`src/rtl/grid_entity_mover.sv`:
```
// Rate-limited grid entity mover: scans the level grid row-major, steps each enemy into an
// adjacent free cell, then runs a second pass that turns move markers back into enemies.
module grid_entity_mover #(
    parameter int unsigned GRID_W      = 40,
    parameter int unsigned GRID_H      = 30,
    parameter int unsigned XW          = 6,
    parameter int unsigned YW          = 5,
    parameter int unsigned CELL_W      = 3,
    parameter int unsigned ENEMY_CODE  = 4,
    parameter int unsigned AIR_CODE    = 0,
    parameter int unsigned MARK_CODE   = 5,
    parameter int unsigned MOVE_PERIOD = 200000,
    parameter logic [15:0] LFSR_SEED   = 16'hACE1
) (
    input  logic                 clock,
    input  logic                 reset,
    input  logic                 start,
    input  logic                 mode,
    input  logic [XW-1:0]        player_x,
    input  logic [YW-1:0]        player_y,
    output logic                 done,
    output logic                 busy,
    output logic [XW-1:0]        grid_x,
    output logic [YW-1:0]        grid_y,
    input  logic [CELL_W-1:0]    grid_out,
    output logic                 grid_write,
    output logic [CELL_W-1:0]    grid_in,
    output logic [XW+YW-1:0]     moved_count
);

    localparam int unsigned CW = $clog2(MOVE_PERIOD + 1);
    localparam int unsigned MW = XW + YW;
    localparam int unsigned DW = ((XW > YW) ? XW : YW) + 1;
    localparam logic [XW-1:0]     X_LAST = XW'(GRID_W - 1);
    localparam logic [YW-1:0]     Y_LAST = YW'(GRID_H - 1);
    localparam logic [CELL_W-1:0] ENEMY  = CELL_W'(ENEMY_CODE);
    localparam logic [CELL_W-1:0] AIR    = CELL_W'(AIR_CODE);
    localparam logic [CELL_W-1:0] MARK   = CELL_W'(MARK_CODE);

    typedef enum logic [4:0] {
        S_IDLE, S_GATE, S_SRD, S_SWT, S_SCHK, S_DRD, S_DWT, S_DCHK, S_WDST,
        S_WSRC, S_NEXT, S_FRD, S_FWT, S_FCHK, S_FWR, S_FNXT, S_DONE
    } state_t;

    state_t          state_q, state_d;
    logic [XW-1:0]   addr_x_q, addr_x_d, pos_x_q, pos_x_d;
    logic [YW-1:0]   addr_y_q, addr_y_d, pos_y_q, pos_y_d;
    logic [CW-1:0]   period_q, period_d;
    logic [MW-1:0]   moved_q, moved_d;
    logic [15:0]     lfsr_q, lfsr_d;

    logic [DW-1:0]   dx, dy, adx, ady;
    logic [1:0]      dir;
    logic            want_move, dest_ok, last_cell;
    logic [XW-1:0]   dest_x, step_x;
    logic [YW-1:0]   dest_y, step_y;

    // Direction choice: random from the LFSR, or chase along the axis of larger distance.
    always_comb begin
        dx        = DW'(player_x) - DW'(pos_x_q);
        dy        = DW'(player_y) - DW'(pos_y_q);
        adx       = dx[DW-1] ? -dx : dx;
        ady       = dy[DW-1] ? -dy : dy;
        dir       = lfsr_q[1:0];
        want_move = 1'b1;
        if (mode) begin
            if (dx == '0 && dy == '0) begin
                want_move = 1'b0;
            end else if (adx >= ady) begin
                dir = dx[DW-1] ? 2'd3 : 2'd1;
            end else begin
                dir = dy[DW-1] ? 2'd0 : 2'd2;
            end
        end
        dest_x  = pos_x_q;
        dest_y  = pos_y_q;
        dest_ok = 1'b0;
        case (dir)
            2'd0: begin dest_ok = (pos_y_q != '0);     dest_y = pos_y_q - YW'(1); end
            2'd1: begin dest_ok = (pos_x_q != X_LAST); dest_x = pos_x_q + XW'(1); end
            2'd2: begin dest_ok = (pos_y_q != Y_LAST); dest_y = pos_y_q + YW'(1); end
            default: begin dest_ok = (pos_x_q != '0);  dest_x = pos_x_q - XW'(1); end
        endcase
        dest_ok   = dest_ok && want_move;
        last_cell = (pos_x_q == X_LAST) && (pos_y_q == Y_LAST);
        step_x    = (pos_x_q == X_LAST) ? '0 : pos_x_q + XW'(1);
        step_y    = (pos_x_q == X_LAST) ? pos_y_q + YW'(1) : pos_y_q;
    end

    always_comb begin
        state_d    = state_q;
        addr_x_d   = addr_x_q;
        addr_y_d   = addr_y_q;
        pos_x_d    = pos_x_q;
        pos_y_d    = pos_y_q;
        moved_d    = moved_q;
        period_d   = (period_q != '0) ? period_q - CW'(1) : period_q;
        lfsr_d     = {lfsr_q[14:0], lfsr_q[15] ^ lfsr_q[13] ^ lfsr_q[12] ^ lfsr_q[10]};
        grid_write = 1'b0;
        grid_in    = AIR;
        done       = 1'b0;
        busy       = (state_q != S_IDLE);
        case (state_q)
            S_IDLE: if (start) state_d = S_GATE;
            S_GATE: begin
                if (period_q != '0) begin
                    state_d = S_DONE;
                end else begin
                    period_d = CW'(MOVE_PERIOD - 1);
                    moved_d  = '0;
                    addr_x_d = '0;
                    addr_y_d = '0;
                    pos_x_d  = '0;
                    pos_y_d  = '0;
                    state_d  = S_SRD;
                end
            end
            S_SRD:  state_d = S_SWT;
            S_SWT:  state_d = S_SCHK;
            S_SCHK: begin
                if (grid_out == ENEMY && dest_ok) begin
                    addr_x_d = dest_x;
                    addr_y_d = dest_y;
                    state_d  = S_DRD;
                end else begin
                    state_d = S_NEXT;
                end
            end
            S_DRD:  state_d = S_DWT;
            S_DWT:  state_d = S_DCHK;
            S_DCHK: state_d = (grid_out == AIR) ? S_WDST : S_NEXT;
            S_WDST: begin
                grid_write = 1'b1;
                grid_in    = MARK;
                addr_x_d   = pos_x_q;
                addr_y_d   = pos_y_q;
                state_d    = S_WSRC;
            end
            S_WSRC: begin
                grid_write = 1'b1;
                grid_in    = AIR;
                moved_d    = moved_q + MW'(1);
                state_d    = S_NEXT;
            end
            S_NEXT: begin
                if (last_cell) begin
                    pos_x_d = '0;
                    pos_y_d = '0;
                    state_d = S_FRD;
                end else begin
                    pos_x_d = step_x;
                    pos_y_d = step_y;
                    state_d = S_SRD;
                end
                addr_x_d = last_cell ? '0 : step_x;
                addr_y_d = last_cell ? '0 : step_y;
            end
            S_FRD:  state_d = S_FWT;
            S_FWT:  state_d = S_FCHK;
            S_FCHK: state_d = (grid_out == MARK) ? S_FWR : S_FNXT;
            S_FWR: begin
                grid_write = 1'b1;
                grid_in    = ENEMY;
                state_d    = S_FNXT;
            end
            S_FNXT: begin
                if (last_cell) begin
                    state_d = S_DONE;
                end else begin
                    pos_x_d  = step_x;
                    pos_y_d  = step_y;
                    addr_x_d = step_x;
                    addr_y_d = step_y;
                    state_d  = S_FRD;
                end
            end
            S_DONE: begin
                done    = 1'b1;
                state_d = S_IDLE;
            end
            default: state_d = S_IDLE;
        endcase
    end

    always_ff @(posedge clock) begin
        if (reset) begin
            state_q  <= S_IDLE;
            addr_x_q <= '0;
            addr_y_q <= '0;
            pos_x_q  <= '0;
            pos_y_q  <= '0;
            period_q <= '0;
            moved_q  <= '0;
            lfsr_q   <= LFSR_SEED;
        end else begin
            state_q  <= state_d;
            addr_x_q <= addr_x_d;
            addr_y_q <= addr_y_d;
            pos_x_q  <= pos_x_d;
            pos_y_q  <= pos_y_d;
            period_q <= period_d;
            moved_q  <= moved_d;
            lfsr_q   <= lfsr_d;
        end
    end

    assign grid_x      = addr_x_q;
    assign grid_y      = addr_y_q;
    assign moved_count = moved_q;

endmodule

```
`config.mk`:
```
export PLATFORM = sky130hd
export DESIGN_NAME = grid_entity_mover
export DESIGN_NICKNAME = d
export VERILOG_FILES = /design/src/rtl/grid_entity_mover.sv
export SDC_FILE = /design/constraint.sdc
export NUM_CORES = 1
export LEC_CHECK = 0
export ABC_AREA = 1
export BUFFER_PORTS_ARGS = -buffer_cell sky130_fd_sc_hd__buf_2
export CORE_MARGIN = 2
export CORE_UTILIZATION = 50
export CTS_CLUSTER_SIZE = 14
export DETAILED_ROUTE_END_ITERATION = 16
export HOLD_SLACK_MARGIN = 0.06
export PLACE_DENSITY = 0.69
export SETUP_SLACK_MARGIN = 0.15
export SLEW_MARGIN = 10
export SYNTH_ARGS = -nofsm -noshare
export SYNTH_HDL_FRONTEND = slang
export SYNTH_SLANG_ARGS = --single-unit
```
`constraint.sdc`:
```
create_clock -name clock -period 4.7 [get_ports clock]
set_clock_uncertainty 0.2 [all_clocks]
set_input_delay 0.235 -clock clock [delete_from_list [all_inputs] [get_ports clock]]
set_output_delay 0.235 -clock clock [all_outputs]
set_load 0.005 [all_outputs]
```
# ---- Yosys cells after proc, flatten, opt, wreduce, memory -nomap -nowiden
# Index checks and enable logic that the tools add are counted.
dict set report word_totals {
  rom_bits 0
  inputBits 18
  regBits 72
  latch_bits 0
  output_inout_bits 28
  ramBits 0
  n_memories 0
  elab_cells 113
}
dict set report op_classes {
  magnitude_cmp 1
  mux 42
  mul 0
  n_div 0
  addsub 10
  eq_ne 28
  n_shift 0
  n_reduce_logical 21
  n_bitwise 3
}
# cell n
set ops {}
lappend ops {{one-hot mux 5 bit (16 select lines)} 1}
lappend ops {{two-way mux 18 bit} 3}
lappend ops {{equality test 5 x 4 -> 1 bit, second input constant} 8}
lappend ops {{two-way mux 5 bit} 8}
lappend ops {{two-way mux 6 bit} 5}
lappend ops {{one-hot mux 6 bit (5 select lines)} 1}
lappend ops {{one-hot mux 5 bit (5 select lines)} 1}
lappend ops {{one-hot mux 11 bit (2 select lines)} 1}
lappend ops {{equality test 5 x 3 -> 1 bit, second input constant} 4}
lappend ops {{one-hot mux 6 bit (3 select lines)} 1}
lappend ops {{nonzero test 18 bit} 1}
lappend ops {{subtractor 18 x 1 -> 18 bit, second input constant} 1}
lappend ops {{one-hot mux 5 bit (3 select lines)} 1}
lappend ops {{nonzero test 5 bit} 3}
lappend ops {{logical NOT 7 bit} 2}
lappend ops {{two-way mux 7 bit} 2}
lappend ops {{negator 7 bit} 2}
lappend ops {{two-way mux 2 bit} 6}
lappend ops {{one-hot mux 6 bit (2 select lines)} 1}
lappend ops {{adder 11 x 1 -> 11 bit, second input constant} 1}
lappend ops {{two-way mux 11 bit} 1}
lappend ops {{equality test 5 x 2 -> 1 bit, second input constant} 2}
lappend ops {{equality test 5 bit, second input constant} 2}
lappend ops {{one-hot mux 5 bit (2 select lines)} 1}
lappend ops {{32 further kinds} 46}

# ---- Longest topological paths before layout
dict set report logic_depth {
  word_depth 13
  ltp_mapped 32
  depth_no_buf 30
}

# ---- Worst setup path after synthesis
# OpenSTA, ideal clock, no wires.
dict set report synth_timing {
  kind {register -> register}
  from {reg pos_x_q[2]}
  to {reg addr_y_q[1], in the netlist grid_y[1]}
  stages_incl_launch_ff 32
  setup_ps 114
  arrival_ps 3572
  path_slack_ps 814
  path_cell_list {dfxtp_1 > clkbuf_1 > inv_1 > ha_1 > nand2_1 > nand2_1 > inv_1 > nand2_1 > nand2_1 > and2_1 > nand2_1 > o21ai_0 > xor2_1 > inv_1 > ha_1 > nand2_1 > a21oi_1 > nor3_1 > nand3_1 > o21ai_0 > nand3_1 > nand2_2 > nand2_1 > nand2_1 > nand2_2 > nand2_2 > nand2_4 > nand3_4 > buf_12 > nand2_2 > nand2_1 > nor2_2}
}
dict set report synth_between {
  elab_chain_len 13
  word_cells_on_any_way 31
  classes_between {add/sub (2); order compare (1); eq/ne (6); mux (14); reduce/logical (8)}
}
# element line
set synth_lines {}
lappend synth_lines {{start: declaration} 46} ;# logic [XW-1:0] addr_x_q, addr_x_d, pos_x_q, pos_x_d;
lappend synth_lines {{start signal: assignment} 199} ;# pos_x_q <= pos_x_d;
lappend synth_lines {{subtractor 6 x 6 -> 7 bit} 60} ;# dx = DW'(player_x) - DW'(pos_x_q);
lappend synth_lines {{negator 7 bit} 62} ;# adx = dx[DW-1] ? -dx : dx;
lappend synth_lines {{two-way mux 7 bit} 62}
lappend synth_lines {{>= comparator 7 bit} 69} ;# end else if (adx >= ady) begin
lappend synth_lines {{two-way mux 2 bit} 69}
lappend synth_lines {{two-way mux 2 bit} 67} ;# if (dx == '0 && dy == '0) begin
lappend synth_lines {{two-way mux 2 bit} 66} ;# if (mode) begin
lappend synth_lines {{equality test 2 bit (tied with other cells)} 78} ;# case (dir)
lappend synth_lines {{one-hot mux 1 bit (3 select lines)} 78}
lappend synth_lines {{logical AND 1 bit} 84} ;# dest_ok = dest_ok && want_move;
lappend synth_lines {{logical AND 1 bit} 121} ;# if (grid_out == ENEMY && dest_ok) begin
lappend synth_lines {{!= test 2 bit (no source line)} n/a}
lappend synth_lines {{AND reduction 4 bit (no source line)} n/a}
lappend synth_lines {{end signal: assignment} 198} ;# addr_y_q <= addr_y_d;
lappend synth_lines {{end: declaration} 47} ;# logic [YW-1:0] addr_y_q, addr_y_d, pos_y_q, pos_y_d;
# Parallel ways exist; a longest one is shown, timed or not. The select of a mux whose other input is x is not followed.
# A chain may end at the register's enable or synchronous reset.

# ---- Final worst setup path
dict set report layout_timing {
  from {reg pos_x_q[0]}
  to {reg addr_x_q[5], in the netlist grid_x[5]}
}
dict set report layout_between {
  elab_chain_len 13
  word_cells_on_any_way 34
  classes_between {add/sub (4); order compare (1); eq/ne (6); mux (14); reduce/logical (9)}
}
# element line
set layout_lines {}
lappend layout_lines {{subtractor 6 x 6 -> 7 bit} 60}
lappend layout_lines {{negator 7 bit} 62}
lappend layout_lines {{two-way mux 7 bit} 62}
lappend layout_lines {{>= comparator 7 bit} 69}
lappend layout_lines {{two-way mux 2 bit} 69}
lappend layout_lines {{two-way mux 2 bit} 67}
lappend layout_lines {{two-way mux 2 bit} 66}
lappend layout_lines {{equality test 2 bit (tied with other cells)} 78}
lappend layout_lines {{one-hot mux 1 bit (3 select lines)} 78}
lappend layout_lines {{logical AND 1 bit} 84}
lappend layout_lines {{logical AND 1 bit} 121}
lappend layout_lines {{!= test 2 bit (no source line)} n/a}
lappend layout_lines {{AND reduction 4 bit (no source line)} n/a}
lappend layout_lines {{end signal: assignment} 197} ;# addr_x_q <= addr_x_d;
lappend layout_lines {{end: declaration} 46}
# Parallel ways exist; a longest one is shown, timed or not. The select of a mux whose other input is x is not followed.

==> flow_metrics.tcl <==
set metrics [dict create \
    synth_cell_types 51 \
    yosys.area_share.simple 0.334 \
    total_power_mw 2.76 \
    synth_most_common_cell "inv_1" \
    dpl-instance-area_sq_um 5410 \
    synth_xor_xnor_area_share 0.0480 \
    cap_violations 0 \
    grt_pass1_vias 4573 \
    setup_viol 0 \
    io_pins 46 \
    tritoncts "yes" \
    start_util 0.518 \
    combPwrFrac 0.494 \
    yosysTopAreaCell "dfxtp_1" \
    dieWidth_um 105 \
    reg2reg_depth 24 \
    ys_seq_elements 72 \
    hold_path_class "flop to flop" \
    wl_per_cell_um 13.3 \
    synth-edff-count 0 \
    crit_fanout 8 \
    grt_first_pass_wirelength_mm 21.0 \
    grtUsageTotal 0.229 \
    vias_per_cell 5.33 \
    ys_async_sr_fraction 0 \
    swShare 0.442 \
    intPower_mw 1.54 \
    antenna_found_initial 0 \
    synthMuxAreaShare 0.00196 \
    nNetsFinal 864 \
    tightestPinTransition_ps 1330 \
    yosys.area_share.adder 0.0788 \
    outcome "complete, no violations" \
    dp.cells 930 \
    synthesis.area_sq_um 5110 \
    gr-total-overflow 0 \
    power.share.clock 0.203 \
    drtIter0Drc 353 \
    drc 0 \
    antenna_cells 0 \
    setup_ws_ps 425 \
    clk_latency_ps 370 \
    synth_ff_type "dfxtp_1" \
    critPathLaunchType "flop" \
    areaGrowthSynthToFinish_pct 13.6 \
    p_per_area_nw_per_um2 475 \
    dr_total_vias 5078 \
    fin_crit_sh 0.910 \
    clk_pin_slew_ps 90 \
    p_switching_mw 1.22 \
    dpl.hpwl_mm 9.17 \
    synthCells 769 \
    dieArea_sq_um 11000 \
    rows 36 \
    gp_congestion 0.888 \
    drive_above_1_share 0.181 \
    post-route-util 0.589 \
    end_kind "flop" \
    dpl_worst_slack_ps 272 \
    finalHoldViolCount 0 \
    ys_warn_count 0 \
    fmax_mhz 234 \
    ys_seq_area_frac 0.282 \
    synth.top_cell.area_share 0.282 \
    hold_depth 2 \
    numClockSinks 72 \
    cp.arrival_ps 4350 \
    synth_common_cells "inv_1, nand2_1, nor2_1" \
    routed_wl_mm 12.6 \
    fin_crit_ps 4280 \
    port_buffers 44 \
    drv_slew 0 \
    cts_max_level 3 \
    synth.avg_cell_area_sq_um 6.65 \
    numCtsBuffers 9 \
    ir_drop_mv 0.211 \
    rsz0062_at_grt "false" \
    stdcell_area_sq_um 5810 \
    final_cells 952 \
    grt_max_degree 50 \
    clock_tree.buffer_depth 2 \
    fin_setup_tns_ps 0 \
    synth_compound_gate_area_share 0.135 \
    leakage_nw 2.73 \
    required_ps 4770 \
    ant_nets 0 \
    synth_nets 818 \
    synth_top_family_by_area "simple AND/OR/NAND/NOR gates" \
    drtPass1Iterations 5 \
    whs_ps 209 \
    path_class "flop to flop" \
    relSlewSlack 0.113 \
    die_h_um 105 \
    synthTopCellsByArea "dfxtp_1, inv_1, nand2_1" \
    ctsRootBufferMaster "clkbuf_8" \
    core_sq_um 9860 \
    seqPwrFrac 0.303 \
]
==> worst paths after layout <==
kind                            startpoint         end  slack, ps
worst max-delay path            pos_x_q[0]   grid_x[5]        420
worst min-delay path            lfsr_q[11]  lfsr_q[12]        210
worst max register to register  pos_x_q[0]   grid_x[5]        420
worst min register to register  lfsr_q[11]  lfsr_q[12]        210
==> state kept, by name (all words and copies together) (netlist names) <==
name	cells
period_q	18
grid_x	6
state_q	5
pos_x_q	6
lfsr_q	16
moved_count	11
grid_y	5
pos_y_q	5
==> power groups by stage <==
stage | registers (mW) | logic, mW | clock network [mW]
after floorplan | 0.820 | 1.03 | 0
after global placement | 0.841 | 1.22 | 0
after detailed placement | 0.845 | 1.26 | 0
after CTS | 0.832 | 1.27 | 0.565
after global routing | 0.853 | 1.56 | 0.590
final | 0.835 | 1.36 | 0.560
==> repair_timing <==
action / 4_1_cts / 5_1_grt
buffers inserted: 0 / 3
hold endpoints to repair: 1 / 0
hold buffers: 1 / 0
setup endpoints to repair: 0 / 12
gates resized for setup: 0 / 35
==> routing by layer <==
metal  part of all wire  GRT usage  up-vias  wire length (um)
li1                   -          -     2575                 -
met1               0.49      0.326     2340              6150
met2               0.45      0.358      147              5690
met3              0.052     0.0418       16               656
met4              0.011     0.0543        0               138
met5                  0          0        -                 0
==> worst max-delay path: stages (launching register included) <==
cell and delay [ps]:
dfxtp_2 370, ha_2 200, fa_1 560, ha_1 180
inv_1 50, nor2_2 110, nand3_2 130, nor4_2 270
ha_1 310, nand2_1 100, a21oi_1 50, nor3_1 210
nand3_2 200, o21ai_2 190, nand3_2 120, nand2_4 110
nand2_1 50, nand2_1 110, nand2_2 60, nand2_2 110
nand2_8 100, nand3_4 210, nand2_2 60, nand2_1 80
nor2_2 40
==> cells in the final DEF (no fill, tap or decap), drive strengths merged, types with 9 or more instances in the layout <==
cell      n
a21oi    50
buf      49
clkbuf    9
dfxtp    72
ha       29
inv     136
nand2   151
nand3    59
nand4    10
nor2    110
nor3     18
o21ai    36
or2      10
xor2     21
==> layout make-up <==
cell class	count	area, sq um
repair buffers	50	268
inverters	134	503
clock inverters	6	92.6
clock buffers	9	124
flip-flops and latches	72	1450
multi-input cells	548	3200
fillers	942	4060
well taps	133	166
==> cell families (layout without fill, tap and decap cells) <==
logic type	after synthesis	in the layout
buffers and inverters	152	199
muxes	1	1
AOI/OAI and AO/OA	117	117
xor gates and xnor gates	28	28
DFF	72	72
other	2	2
adders and majority gates	31	31
and+or+nand+nor	366	369
Note: power is estimated with default switching activity, not from simulation.
